[config.mk]
export PLATFORM = sky130hd
export DESIGN_NAME = fix_point_divider_flat
export DESIGN_NICKNAME = d
export VERILOG_FILES = /design/src/rtl/fix_point_pkg.sv /design/src/rtl/fix_point_divider_if.sv /design/src/rtl/fix_point_divider.sv /design/src/flat_wrapper.sv
export SDC_FILE = /design/constraint.sdc
export NUM_CORES = 1
export LEC_CHECK = 0
export BUFFER_PORTS_ARGS = -buffer_cell sky130_fd_sc_hd__clkbuf_2
export CAP_MARGIN = 0
export CELL_PAD_IN_SITES_DETAIL_PLACEMENT = 1
export CELL_PAD_IN_SITES_GLOBAL_PLACEMENT = 2
export CORE_MARGIN = 4
export CORE_UTILIZATION = 25
export DETAILED_ROUTE_END_ITERATION = 10
export GPL_TIMING_DRIVEN = 0
export PLACE_DENSITY_LB_ADDON = 0.1
export SYNTH_ARGS = -nofsm -noshare
export SYNTH_HDL_FRONTEND = slang
export SYNTH_SLANG_ARGS = --single-unit
[constraint.sdc]
create_clock -name clk -period 3.31 [get_ports clk]
set_clock_uncertainty 0.1 [all_clocks]
set_input_delay 0.331 -clock clk [delete_from_list [all_inputs] [get_ports clk]]
set_output_delay 0.331 -clock clk [all_outputs]
set_load 0.01 [all_outputs]
[src/rtl/fix_point_pkg.sv]
// ---------------------------------------------------------------------------
// fix_point_pkg
// Shared definitions for the sign-magnitude fixed-point datapath (multiplier
// and divider). Words are sign-magnitude: MSB is the sign, the remaining
// N-1 bits are the magnitude with FRACTIONAL_BITS fraction bits.
//   N_DEF        default total word width (incl. sign)
//   FRAC_DEF     default number of fraction bits
//   MAG_MAX      largest magnitude for the default width (2^(N-1)-1)
//   div_state_t  divider control states
// ---------------------------------------------------------------------------
package fix_point_pkg;

    localparam int N_DEF    = 16;
    localparam int FRAC_DEF = 13;

    localparam logic [N_DEF-2:0] MAG_MAX = {(N_DEF-1){1'b1}};

    typedef enum logic [1:0] {
        IDLE = 2'd0,
        CALC = 2'd1,
        DONE = 2'd2
    } div_state_t;

    // Result sign of a product/quotient; a zero magnitude is always positive
    // so that no negative zero is ever produced.
    function automatic logic sm_result_sign(input logic sign_a,
                                            input logic sign_b,
                                            input logic mag_is_zero);
        return (sign_a ^ sign_b) & ~mag_is_zero;
    endfunction

endpackage

[src/rtl/fix_point_divider_if.sv]
// ---------------------------------------------------------------------------
// fix_point_divider_if
// Operand/result handshake bundle of the fixed-point divider.
//   in_valid / in_ready   operand handshake (a, b sign-magnitude, N bits)
//   out_valid / out_ready result handshake (quo, overflow, div_by_zero)
// Modports: master = producer/consumer side, slave = divider side.
// ---------------------------------------------------------------------------
interface fix_point_divider_if #(
    parameter int N = fix_point_pkg::N_DEF
);
    logic         in_valid;
    logic         in_ready;
    logic [N-1:0] a;
    logic [N-1:0] b;
    logic         out_valid;
    logic         out_ready;
    logic [N-1:0] quo;
    logic         overflow;
    logic         div_by_zero;

    modport master (
        output in_valid, a, b, out_ready,
        input  in_ready, out_valid, quo, overflow, div_by_zero
    );

    modport slave (
        input  in_valid, a, b, out_ready,
        output in_ready, out_valid, quo, overflow, div_by_zero
    );
endinterface

[src/rtl/fix_point_divider.sv]
// ---------------------------------------------------------------------------
// fix_point_divider
// Iterative sign-magnitude fixed-point divider, quo = a / b, one quotient bit
// per clock (restoring division, MSB first). Same Q format on a, b and quo.
// Ports:
//   clk    rising-edge clock
//   rstn   asynchronous active-low reset (aborts any divide in flight)
//   bus    fix_point_divider_if.slave:
//            in_valid/in_ready  accept a, b while idle
//            out_valid/out_ready result held until consumed
//            quo                quotient (truncated toward zero)
//            overflow           magnitude saturated to all ones
//            div_by_zero        |b| == 0, magnitude all ones
// ---------------------------------------------------------------------------
module fix_point_divider
    import fix_point_pkg::*;
#(
    parameter int N               = N_DEF,
    parameter int FRACTIONAL_BITS = FRAC_DEF
) (
    input  logic                clk,
    input  logic                rstn,
    fix_point_divider_if.slave  bus
);

    localparam int ITER = N - 1 + FRACTIONAL_BITS;
    localparam int CW   = $clog2(ITER);

    localparam logic [N-2:0]  MAG_ALL_ONES = {(N-1){1'b1}};
    localparam logic [CW-1:0] CNT_START    = CW'(ITER - 1);
    localparam logic [CW-1:0] CNT_ZERO     = {CW{1'b0}};
    localparam logic [CW-1:0] CNT_ONE      = {{(CW-1){1'b0}}, 1'b1};

    div_state_t      state_r;
    div_state_t      state_nxt_s;
    logic [CW-1:0]   cnt_r;
    logic [ITER-1:0] num_r;
    logic [N-1:0]    rem_r;
    logic [ITER-1:0] q_r;
    logic [N-2:0]    dvs_r;
    logic            sign_r;
    logic [N-1:0]    quo_r;
    logic            ovf_r;
    logic            dbz_r;
    logic            in_ready_r;
    logic            out_valid_r;

    logic            accept_s;
    logic            zero_div_s;
    logic [N-1:0]    rem_shift_s;
    logic            rem_ge_s;
    logic [N-1:0]    rem_nxt_s;
    logic [ITER-1:0] q_nxt_s;
    logic            q_hi_nz_s;
    logic [N-2:0]    mag_s;
    logic            unused_s;

    assign accept_s   = bus.in_valid & in_ready_r;
    assign zero_div_s = (bus.b[N-2:0] == {(N-1){1'b0}});

    // The remainder is always below |b| < 2^(N-1), so its top bit never carries information.
    assign unused_s = rem_r[N-1];

    // One restoring step: bring in the next numerator bit, subtract |b| when it fits.
    always_comb begin
        rem_shift_s = {rem_r[N-2:0], num_r[ITER-1]};
        rem_ge_s    = (rem_shift_s >= {1'b0, dvs_r});
        if (rem_ge_s) begin
            rem_nxt_s = rem_shift_s - {1'b0, dvs_r};
        end else begin
            rem_nxt_s = rem_shift_s;
        end
        q_nxt_s   = {q_r[ITER-2:0], rem_ge_s};
        // Any quotient bit above the magnitude field means the result does not fit.
        q_hi_nz_s = |q_nxt_s[ITER-1:N-1];
        if (q_hi_nz_s) begin
            mag_s = MAG_ALL_ONES;
        end else begin
            mag_s = q_nxt_s[N-2:0];
        end
    end

    // Next-state logic of the divide controller.
    always_comb begin
        state_nxt_s = state_r;
        case (state_r)
            IDLE: begin
                if (accept_s) begin
                    if (zero_div_s) begin
                        state_nxt_s = DONE;
                    end else begin
                        state_nxt_s = CALC;
                    end
                end else begin
                    state_nxt_s = IDLE;
                end
            end
            CALC: begin
                if (cnt_r == CNT_ZERO) begin
                    state_nxt_s = DONE;
                end else begin
                    state_nxt_s = CALC;
                end
            end
            DONE: begin
                if (bus.out_ready) begin
                    state_nxt_s = IDLE;
                end else begin
                    state_nxt_s = DONE;
                end
            end
            default: begin
                state_nxt_s = IDLE;
            end
        endcase
    end

    // State register with handshake outputs registered from the next state.
    always_ff @(posedge clk or negedge rstn) begin
        if (!rstn) begin
            state_r     <= IDLE;
            in_ready_r  <= 1'b1;
            out_valid_r <= 1'b0;
        end else begin
            state_r     <= state_nxt_s;
            in_ready_r  <= (state_nxt_s == IDLE);
            out_valid_r <= (state_nxt_s == DONE);
        end
    end

    // Operand capture, iteration datapath and result registers.
    always_ff @(posedge clk or negedge rstn) begin
        if (!rstn) begin
            cnt_r  <= CNT_ZERO;
            num_r  <= {ITER{1'b0}};
            rem_r  <= {N{1'b0}};
            q_r    <= {ITER{1'b0}};
            dvs_r  <= {(N-1){1'b0}};
            sign_r <= 1'b0;
            quo_r  <= {N{1'b0}};
            ovf_r  <= 1'b0;
            dbz_r  <= 1'b0;
        end else begin
            case (state_r)
                IDLE: begin
                    if (accept_s) begin
                        num_r  <= {bus.a[N-2:0], {FRACTIONAL_BITS{1'b0}}};
                        rem_r  <= {N{1'b0}};
                        q_r    <= {ITER{1'b0}};
                        dvs_r  <= bus.b[N-2:0];
                        sign_r <= bus.a[N-1] ^ bus.b[N-1];
                        cnt_r  <= CNT_START;
                        if (zero_div_s) begin
                            // Saturated magnitude is never zero, so the sign is kept.
                            quo_r <= {bus.a[N-1] ^ bus.b[N-1], MAG_ALL_ONES};
                            dbz_r <= 1'b1;
                            ovf_r <= 1'b0;
                        end
                    end
                end
                CALC: begin
                    num_r <= {num_r[ITER-2:0], 1'b0};
                    rem_r <= rem_nxt_s;
                    q_r   <= q_nxt_s;
                    cnt_r <= cnt_r - CNT_ONE;
                    if (cnt_r == CNT_ZERO) begin
                        quo_r <= {sm_result_sign(sign_r, 1'b0, mag_s == {(N-1){1'b0}}), mag_s};
                        ovf_r <= q_hi_nz_s;
                        dbz_r <= 1'b0;
                    end
                end
                DONE: begin
                    if (bus.out_ready) begin
                        quo_r  <= {N{1'b0}};
                        ovf_r  <= 1'b0;
                        dbz_r  <= 1'b0;
                        num_r  <= {ITER{1'b0}};
                        rem_r  <= {N{1'b0}};
                        q_r    <= {ITER{1'b0}};
                        dvs_r  <= {(N-1){1'b0}};
                        sign_r <= 1'b0;
                    end
                end
                default: begin
                    cnt_r <= CNT_ZERO;
                end
            endcase
        end
    end

    assign bus.in_ready    = in_ready_r;
    assign bus.out_valid   = out_valid_r;
    assign bus.quo         = quo_r;
    assign bus.overflow    = ovf_r;
    assign bus.div_by_zero = dbz_r;

endmodule
[src/flat_wrapper.sv]
// flat-port wrapper written by rule: the top's interface ports become plain ports
module fix_point_divider_flat import fix_point_pkg::*;
#(
    parameter int N               = N_DEF,
    parameter int FRACTIONAL_BITS = FRAC_DEF
)
  (clk, rstn, bus_in_valid, bus_a, bus_b, bus_out_ready, bus_in_ready, bus_out_valid, bus_quo, bus_overflow, bus_div_by_zero);
  fix_point_divider_if #(.N(N)) bus_i ();
  input  logic clk;
  input  logic rstn;
  input wire logic [$bits(bus_i.in_valid)-1:0] bus_in_valid;
  input wire logic [$bits(bus_i.a)-1:0] bus_a;
  input wire logic [$bits(bus_i.b)-1:0] bus_b;
  input wire logic [$bits(bus_i.out_ready)-1:0] bus_out_ready;
  output wire logic [$bits(bus_i.in_ready)-1:0] bus_in_ready;
  output wire logic [$bits(bus_i.out_valid)-1:0] bus_out_valid;
  output wire logic [$bits(bus_i.quo)-1:0] bus_quo;
  output wire logic [$bits(bus_i.overflow)-1:0] bus_overflow;
  output wire logic [$bits(bus_i.div_by_zero)-1:0] bus_div_by_zero;
  assign bus_i.in_valid = bus_in_valid;
  assign bus_i.a = bus_a;
  assign bus_i.b = bus_b;
  assign bus_i.out_ready = bus_out_ready;
  assign bus_in_ready = bus_i.in_ready;
  assign bus_out_valid = bus_i.out_valid;
  assign bus_quo = bus_i.quo;
  assign bus_overflow = bus_i.overflow;
  assign bus_div_by_zero = bus_i.div_by_zero;
  fix_point_divider #(.N(N), .FRACTIONAL_BITS(FRACTIONAL_BITS)) u_core (.clk(clk), .rstn(rstn), .bus(bus_i));
endmodule
==> results of run 1 <==
## placed cells by master (no fill, tap or decap), types with 7 or more instances in the layout
cell / instances
nand2b_1: 8
nand2_1: 105
xnor2_1: 7
clkbuf_16: 9
clkbuf_1: 19
a22o_1: 18
nor2_1: 16
nor4_1: 9
a21oi_1: 36
ha_1: 20
o21ai_0: 74
dfrtp_1: 99
mux2i_1: 8
inv_1: 41
a221oi_1: 14
clkbuf_2: 55
## registers in the layout, indices dropped and copies added (netlist names), 2 cells and up
register        flops
u_core.rem_r       15
u_core.cnt_r        5
u_core.state_r      2
u_core.q_r         27
u_core.dvs_r       15
u_core.bus.quo     16
u_core.num_r       15
## cells by family after synthesis
group,Yosys count,synth area share
buffers and inverters,73,0.0578
XOR/XNOR,10,0.0168
AND/OR/NAND/NOR,171,0.152
adder cells (fa/ha/maj),21,0.0520
multiplexers,8,0.0154
AO/OA/AOI/OAI,184,0.225
flip-flops,100,0.482
## final cells by class
class | instances | area (µm²)
clock buffer | 10 | 229
buffer | 31 | 143
fill | 2367 | 14300
clock inverter | 5 | 38.8
sequential | 100 | 2500
tap | 270 | 338
inverter | 42 | 158
multi-input combinational | 394 | 2390
timing repair buffer | 55 | 284
## path summary, 6_finish.rpt
kind                                   start  depth (start not counted)                  to  slack [ns]
max                          u_core.dvs_r[0]                         10    u_core.rem_r[10]        0.29
min                                     rstn                          1  u_core.bus.quo[14]      -0.003
max reg2reg                  u_core.dvs_r[0]                         10    u_core.rem_r[10]        0.29
min reg2reg                u_core.bus.quo[9]                          2   u_core.bus.quo[9]        0.38
max in group asynchronous               rstn                          1    u_core.num_r[16]        2.54
min in group clk                   bus_b[10]                          2    u_core.dvs_r[10]        0.12
## critical path, cell delays in order (launching register included)
cell and delay [ns]:
dfrtp_1 0.43, ha_1 0.26, fa_1 0.41, nand2b_1 0.18, a21oi_1 0.40, o21ai_0 0.22, a41oi_1 0.28, buf_6 0.22
buf_8 0.17, nand3b_1 0.11, o311ai_1 0.11
## per-layer routing
| metal | up-vias | track usage |
|---|---|---|
| met3 | 15 | 0.0239 |
| met4 | 0 | 0.0402 |
| met5 | - | 0 |
| met2 | 52 | 0.222 |
| met1 | 2164 | 0.176 |
| li1 | 2137 | - |
## where the power goes
part	internal (mW)	switching, mW	total (mW)
Combinational	1.33	2.26	3.59
Clock	0.511	0.494	1.01
Sequential	1.62	0.242	1.86
## through the flow
| step | hold WS, ns | instances | total power [mW] | utilization | area, µm² |
|---|---|---|---|---|---|
| 2_1_floorplan | -0.0646 | 567 | 4.38 | - | 5200 |
| 3_3_place_gp | 0.366 | 892 | 5.48 | 0.285 | 5810 |
| 3_5_place_dp | 0.371 | 892 | 5.56 | 0.286 | 5820 |
| 4_1_cts | 0.0215 | 907 | 6.60 | 0.299 | 6090 |
| 5_1_grt | 0.0731 | 907 | 7.08 | 0.299 | 6090 |
| 6_report | -0.00275 | 907 | 6.46 | 0.299 | 6090 |
==> flow_summary_export.csv, run 1 <==
group,metric,value,unit
timing,holdWs,-0.00275,ns
floorplanning,initial_core_util,0.255,
global_route,grt_max_degree,101,
clock_network,cts.sinks,100,
worst_setup_path,crit_arrival,3.13,ns
clock_network,htreeDepth,3,
status,status,"complete, but fails checks",
worst_setup_path,criticalPathCategory,"reg2reg",
clock_network,clk_path_buf_depth,2,
clock_network,cts_resized,0,
synth,ys.flop_type,"dfrtp_1",
synth,yosysTopAreaCell,"dfrtp_1",
worst_setup_path,critPathMaxFanout,10,
floorplanning,rows,52,
placed_design,pre_cts_ws,0.296,ns
route,dr.pass1.iters,4,
floorplanning,dieArea,0.0232,mm²
clock_network,clk_pin_slew,0.07,ns
placed_design,portBuffers,55,
clock_network,cts_tree,"built",
global_route,antenna_found_initial,0,
route,drt-met1-wl,7170,µm
clock_network,cts_buffers,9,
status,violations,"hold timing",
timing,fin_crit,3.02,ns
route,wl_met3,410,µm
synth,ys_types,55,
final_layout,syn_to_final_growth,17.1,%
timing,report.final.hold_viol_count,1,
floorplanning,die_w,152,µm
timing,fin_crit_sh,0.912,
route,highest_layer,"met4",
synth,syn_area,0.00520,mm²
route,drtIter0Drc,133,
worst_setup_path,required,3.42,ns
synth,synth.most_common_cell,"nand2_1",
synth,yosys_warnings,0,
route,drc,0,
synth,synthArstFlopShare,1.00,
route,wl_per_cell,16.9,µm
timing,slew_headroom,0.430,
worst_setup_path,cp-end-kind,"flip-flop",
route,ant_nets,0,
floorplanning,die_h,152,µm
power_and_ir_drop,peakVddDrop,0.290,mV
timing,maxSlewViolCount,0,
worst_hold_path,hold_path.class,"in2async",
power_and_ir_drop,power_density,1060,mW/mm²
synth,synth_cells,567,
floorplanning,core-area,0.0204,mm²
global_route,grt_pass1_vias,4683,
synth,synthTopCellsByArea,"dfrtp_1 48%, nand2_1 7.6%, o21ai_0 7.1%",
power_and_ir_drop,p_leak,2.75,nW
timing,layout_setup_ws,0.292,ns
synth,avgSynthCellArea,9.17,µm²
synth,synth_edf_count,0,
synth,ys_seq_area_frac,0.482,
global_route,grt_first_pass_wirelength,25100,µm
global_route,grt_use_total,0.133,
timing,worstMarginPinSlew,0.854,ns
synth,syn_nets,624,
synth,synth_common_cells,"105 x nand2_1, 99 x dfrtp_1, 74 x o21ai_0, 41 x inv_1, 36 x a21oi_1",
synth,synth_top_area_frac,0.477,
clock_network,ctsHoldBuffers,0,
route,dr_total_vias,4368,
clock_network,clock_latency,0.35,ns
clock_network,root_buffer,"clkbuf_16",
synth,ys_ff_latch,100,
route,drt_wl_total,15300,µm
final_layout,drive_gt1_frac,0.138,
timing,finalSetupTns,0,ns
job,drv_cap,0,
timing,fmax,0.331,GHz
placed_design,hpwl,11500,µm
final_layout,antenna_cells,0,
floorplanning,ios,56,
placed_design,gp_congestion,0.755,
clock_network,post-cts-setup-buffers,0,
worst_setup_path,start_kind,"flip-flop",
route,via_per_inst,4.82,
route,met2_length,7510,µm
timing,setup-violations-final,0,
timing,rsz0062_at_grt,"false",
global_route,grt_overflow,0,
final_layout,nets,690,
Note: power is estimated with default switching activity, not from simulation.
==> run 2: changes to the inputs <==
--- a/config.mk
+++ b/config.mk
@@ -7,13 +7,10 @@
 export LEC_CHECK = 0
 export BUFFER_PORTS_ARGS = -buffer_cell sky130_fd_sc_hd__clkbuf_2
 export CAP_MARGIN = 0
-export CELL_PAD_IN_SITES_DETAIL_PLACEMENT = 1
-export CELL_PAD_IN_SITES_GLOBAL_PLACEMENT = 2
 export CORE_MARGIN = 4
 export CORE_UTILIZATION = 25
 export DETAILED_ROUTE_END_ITERATION = 10
 export GPL_TIMING_DRIVEN = 0
-export PLACE_DENSITY_LB_ADDON = 0.1
 export SYNTH_ARGS = -nofsm -noshare
 export SYNTH_HDL_FRONTEND = slang
 export SYNTH_SLANG_ARGS = --single-unit
==> constraint.sdc (replaced) <==
create_clock -name clk -period 3 [get_ports clk]
set_clock_uncertainty 0.1 [all_clocks]
set_input_delay 0.3 -clock clk [delete_from_list [all_inputs] [get_ports clk]]
set_output_delay 0.3 -clock clk [all_outputs]
set_load 0.01 [all_outputs]
==> run 2 against run 1 <==
Against the previous run:
- the run now ends clean
- count of clock-buffer cells in the layout rose by 1
- global-route usage is 2.1 points lower
- critical path depth unchanged
- combinational power is 6.4% higher
- clock power grew 32%
- worst hold slack gained 0.082 ns
- critical path type unchanged
- critical endpoint is now u_core.rem_r[3]
- highest routed layer unchanged
==> flow_summary_export.csv, run 2 (same netlist as run 1, synthesis figures left out) <==
group,metric,value,unit
power_and_ir_drop,switchingPower,3.16,mW
timing,finalSetupTns,0,ns
power_and_ir_drop,swShare,0.440,
route,wl_per_cell,14.3,µm
worst_setup_path,required,3.12,ns
timing,maxSlewViolCount,0,
global_route,grt_first_pass_wirelength,21500,µm
worst_hold_path,holdPathStages,2,
global_route,grt_util_met3,0.0284,
global_route,grt_use_total,0.112,
global_route,grt_pass1_vias,4126,
power_and_ir_drop,p_total,7.19,mW
job,drv_cap,0,
timing,worstMarginPinSlew,0.818,ns
timing,setup-violations-final,0,
global_route,use_met1,0.152,
power_and_ir_drop,p_leak,2.79,nW
final_layout,nets,691,
worst_setup_path,r2r_cells,10,
final_layout,final_common_cell,"nand2_1",
global_route,grt_overflow,0,
route,ant_nets,0,
final_layout,final_area,0.00617,mm²
worst_setup_path,cp-end-kind,"flip-flop",
final_layout,largest_reg_flops,27,
clock_network,clock_latency,0.35,ns
worst_setup_path,start_kind,"flip-flop",
worst_setup_path,rrSetupSlack,0.27,ns
clock_network,cts_tree,"built",
floorplanning,dieArea,0.0232,mm²
timing,fin_crit,2.73,ns
timing,rsz0062_at_grt,"false",
clock_network,clk_path_buf_depth,2,
power_and_ir_drop,internal_power,4.02,mW
placed_design,gp_congestion,0.816,
clock_network,root_buffer,"clkbuf_16",
power_and_ir_drop,p_seq_frac,0.283,
final_layout,regMostFlops,"u_core.q_r",
route,dr_total_vias,4324,
route,drc,0,
global_route,grt_max_degree,101,
floorplanning,ios,56,
worst_setup_path,critPathMaxFanout,10,
timing,report.final.hold_viol_count,0,
power_and_ir_drop,peakVddDrop,0.298,mV
worst_hold_path,hold_start,"bus_b[6]",
clock_network,clk_pin_slew,0.07,ns
timing,fin_crit_sh,0.909,
placed_design,hpwl,9490,µm
timing,slew_headroom,0.455,
status,status,"completed",
floorplanning,initial_core_util,0.255,
final_layout,antenna_cells,0,
placed_design,portBuffers,55,
global_route,grt.busiest_layer,"met2",
final_layout,drive_gt1_frac,0.141,
global_route,antenna_found_initial,0,
final_layout,syn_to_final_growth,18.6,%
timing,fmax,0.367,GHz
floorplanning,rows,52,
clock_network,cts_buffers,9,
worst_setup_path,r2r_start,"u_core.dvs_r[0]",
worst_hold_path,hold_end,"u_core.dvs_r[6]",
placed_design,placed_area,0.00582,mm²
route,dr.pass1.iters,4,
floorplanning,die_w,152,µm
power_and_ir_drop,power_density,1170,mW/mm²
route,via_per_inst,4.76,
final_layout,most-common-layout-cells,"105 x nand2_1, 99 x dfrtp_1, 74 x o21ai_0, 55 x clkbuf_2, 41 x inv_1",
worst_setup_path,crit_arrival,2.84,ns
worst_setup_path,worstReg2RegEnd,"u_core.rem_r[3]",
floorplanning,core-area,0.0204,mm²
worst_hold_path,hold_path.class,"in2reg",
route,drtIter0Drc,177,
floorplanning,die_h,152,µm
final_layout,instances_no_fill,909,
global_route,grt_util_met2,0.184,
worst_setup_path,criticalPathCategory,"reg2reg",
clock_network,cts.sinks,100,
placed_design,dp_cells,892,
power_and_ir_drop,comb_power_share,0.532,
clock_network,htreeDepth,3,
route,drt_wl_total,13000,µm
power_and_ir_drop,clockPowerShare,0.185,
run 2: timing repair:
action,CTS,global route
gates resized for setup,0,1
endpoints found under the hold margin,99,0
hold buffers,1,0
buffers inserted,0,0
endpoints found under the setup margin,0,2
run 2: critical path: stages, from the launching register on:
cell,delay [ns]
dfrtp_1,0.40
ha_1,0.22
fa_1,0.40
nand2b_1,0.19
a21oi_2,0.22
o21ai_0,0.17
a41oi_1,0.27
buf_6,0.21
buf_8,0.17
nand3b_1,0.12
o311ai_1,0.11
run 2: power by group through the flow:
stage / Clock, mW / Combinational, mW / Sequential [mW]
finish: 1.33 / 3.82 / 2.04
floorplan: 0 / 2.78 / 2.06
global placement: 0 / 3.78 / 2.06
detailed placement: 0 / 3.83 / 2.07
CTS: 1.37 / 3.85 / 2.04
global route: 1.41 / 4.31 / 2.10
run 2: worst max path at each step:
stage | start | endpoint | slack, ns
2_1_floorplan | u_core.dvs_r[0] | u_core.rem_r[10] | 0.57
3_3_place_gp | rstn | u_core.num_r[22] | 0.09
3_5_place_dp | u_core.num_r[27] | u_core.rem_r[10] | 0.20
4_1_cts | u_core.num_r[27] | u_core.rem_r[3] | 0.17
5_1_grt | u_core.dvs_r[0] | u_core.rem_r[3] | 0.1
6_report | u_core.dvs_r[0] | u_core.rem_r[3] | 0.27
run 2: through the flow:
stage                util  setup slack [ns]  hold WS, ns
global placement    0.285            0.0905        0.361
finish              0.303             0.272       0.0788
CTS                 0.303             0.169       0.0657
global route        0.303            0.0955       0.0827
detailed placement  0.286             0.196        0.356
floorplan               -             0.568      -0.0956
run 2: metal layers:
metal,wire (µm),vias up
li1,-,2135
met1,6110,2108
met2,6220,71
met3,530,10
met4,99,0
met5,0,-
run 2: layout make-up:
class | instances | area, µm²
clock buffer | 11 | 243
multi-input combinational | 394 | 2400
clock inverter | 5 | 88.8
sequential | 100 | 2500
buffer | 31 | 143
timing repair buffer | 56 | 294
tap | 270 | 338
fill | 2138 | 14200
inverter | 42 | 158
==> run 3: changes to the inputs <==
--- a/config.mk
+++ b/config.mk
@@ -8,9 +8,10 @@
 export BUFFER_PORTS_ARGS = -buffer_cell sky130_fd_sc_hd__clkbuf_2
 export CAP_MARGIN = 0
 export CORE_MARGIN = 4
-export CORE_UTILIZATION = 25
+export CORE_UTILIZATION = 59
 export DETAILED_ROUTE_END_ITERATION = 10
 export GPL_TIMING_DRIVEN = 0
+export PLACE_DENSITY = 0.8
 export SYNTH_ARGS = -nofsm -noshare
 export SYNTH_HDL_FRONTEND = slang
 export SYNTH_SLANG_ARGS = --single-unit
==> run 3 against run 2 <==
Against the previous run:
- critical endpoint unchanged
- critical path depth unchanged
- final area down 5.1%
- largest cell class unchanged
- combinational power about the same
- flip-flop and latch count unchanged
- fmax down 2.4%
- clock power down 32%
- critical path type unchanged
- worst setup slack worse by 0.066 ns
- die area down 55%
- sequential power about the same
==> flow_summary_export.csv, run 3 (same netlist as run 1, synthesis figures left out) <==
group,metric,value,unit
floorplanning,die_w,102,µm
floorplanning,ios,56,
final_layout,antenna_cells,0,
worst_setup_path,critPathMaxFanout,10,
final_layout,largest_reg_flops,27,
timing,maxSlewViolCount,0,
timing,fmax,0.358,GHz
placed_design,placed_area,0.00564,mm²
job,drv_cap,0,
power_and_ir_drop,p_leak,2.73,nW
worst_setup_path,critPathSlowestCell,"dfrtp_1",
global_route,grt_pass1_vias,4265,
final_layout,postLayoutCoreUtil,0.698,
worst_setup_path,crit_family,"compound AO/OA/AOI/OAI gates",
timing,finalSetupTns,0,ns
route,ant_nets,0,
timing,report.final.hold_viol_count,0,
global_route,grt_max_degree,59,
clock_network,cts_tree,"built",
floorplanning,dieArea,0.0104,mm²
placed_design,hpwl,8760,µm
placed_design,gp_congestion,0.944,
status,status,"completed",
worst_setup_path,worstPathCellList,"ha_1 > fa_1 > nand2b_1 > a21oi_1 > o21ai_0 > a41oi_1 > buf_6 > buf_8 > nand3b_1 > o311ai_1",
timing,fin_crit_sh,0.932,
clock_network,cts.sinks,100,
clock_network,cts_buffers,9,
clock_network,cts_resized,0,
clock_network,clk_pin_slew,0.10,ns
clock_network,clk_path_buf_depth,2,
power_and_ir_drop,peakVddDrop,0.644,mV
route,dr.pass1.iters,4,
route,drc,0,
worst_setup_path,r2r_start,"u_core.dvs_r[0]",
worst_setup_path,r2r_cells,10,
timing,slew_headroom,0.605,
clock_network,clock_latency,0.36,ns
final_layout,final_common_cell,"nand2_1",
timing,rsz0062_at_grt,"false",
global_route,use_met1,0.323,
worst_setup_path,endpoint,"u_core.rem_r[3]",
worst_setup_path,max_stage_delay,0.42,ns
clock_network,htreeDepth,3,
power_and_ir_drop,p_total,6.73,mW
final_layout,most-common-layout-cells,"105 x nand2_1, 99 x dfrtp_1, 74 x o21ai_0, 55 x clkbuf_2, 41 x inv_1",
timing,setup-violations-final,0,
clock_network,root_buffer,"clkbuf_8",
floorplanning,rows,33,
worst_setup_path,cp-startpoint,"u_core.dvs_r[0]",
timing,worstMarginPinSlew,0.592,ns
global_route,grt_util_met3,0.0321,
placed_design,portBuffers,55,
global_route,antenna_found_initial,0,
final_layout,drive_gt1_frac,0.142,
global_route,grt_util_met2,0.420,
worst_setup_path,start_kind,"flip-flop",
global_route,grt_overflow,0,
worst_setup_path,worstReg2RegEnd,"u_core.rem_r[3]",
floorplanning,core-area,0.00838,mm²
floorplanning,die_h,102,µm
final_layout,syn_to_final_growth,12.6,%
timing,fin_crit,2.79,ns
final_layout,nets,692,
route,via_per_inst,5.84,
global_route,grt.busiest_layer,"met2",
route,wl_per_cell,15.8,µm
global_route,grt_first_pass_wirelength,20200,µm
route,dr_total_vias,4349,
worst_setup_path,rrSetupSlack,0.21,ns
final_layout,regMostFlops,"u_core.q_r",
worst_setup_path,required,3.14,ns
worst_setup_path,crit_buf_inv,2,
global_route,grt_use_total,0.243,
floorplanning,initial_core_util,0.620,
final_layout,final_area,0.00585,mm²
power_and_ir_drop,power_density,1150,mW/mm²
worst_setup_path,cp_num_cells,10,
worst_setup_path,crit_arrival,2.93,ns
worst_setup_path,criticalPathCategory,"reg2reg",
route,drt_wl_total,11800,µm
route,drtIter0Drc,242,
worst_hold_path,hold_path.class,"in2reg",
worst_setup_path,cp-end-kind,"flip-flop",
run 3: cell types whose count changed in the layout (fill, tap and decap cells not counted), sizes merged:
cell,previous run,this run
clkinvlp,0,3
clkbuf,85,83
buf,12,13
clkinv,0,1
bufinv,2,1
inv,45,44
run 3: tightest hold or removal path: stages:
cell and delay (ns):
clkbuf_2 0.08, nand2_1 0.05, o21ai_0 0.06
run 3: metrics by stage:
stage / instances / hold slack [ns] / worst slack, ns
after floorplan: 567 / -0.0956 / 0.568
after global placement: 727 / 0.362 / 0.256
after detailed placement: 728 / 0.272 / 0.247
after CTS: 745 / 0.0484 / 0.220
after global routing: 745 / 0.0641 / 0.0392
final: 745 / 0.0562 / 0.205
run 3: repair_timing:
action,in CTS,in global routing
setup buffers,0,0
hold endpoints to repair,41,0
hold buffers,1,0
run 3: worst min path at each step:
stage / from / endpoint / slack (ns) / cells after the start
2_1_floorplan: rstn / u_core.bus.div_by_zero / -0.1 / 0
3_3_place_gp: u_core.bus.div_by_zero / u_core.bus.div_by_zero / 0.36 / 2
3_5_place_dp: rstn / u_core.cnt_r[2] / 0.27 / 1
4_1_cts: bus_a[0] / u_core.num_r[13] / 0.05 / 3
5_1_grt: bus_b[6] / u_core.dvs_r[6] / 0.06 / 2
6_report: bus_a[0] / u_core.num_r[13] / 0.06 / 3
run 3: report_power, final:
group / total [mW] / switching (mW) / internal [mW]
sequential: 2.04 / 0.255 / 1.78
combinational: 3.79 / 2.32 / 1.47
clock: 0.903 / 0.505 / 0.399
total: 6.73 / 3.08 / 3.65
run 3: final cells by class:
cell class              instances  area (µm²)
multi-input cells             394        2390
clock buffers                   9         124
repair buffers                 57         315
inverters                      42         158
flip-flops and latches        100        2500
clock inverters                 7        83.8
fillers                       647        2530
plain buffers                  31         143
well taps                     105         131
run 3: per-layer routing:
| metal | vias up | part of all wire |
|---|---|---|
| li1 | 2140 | - |
| met4 | 0 | 0.017 |
| met5 | - | 0 |
| met1 | 2111 | 0.44 |
| met2 | 79 | 0.51 |
| met3 | 19 | 0.037 |
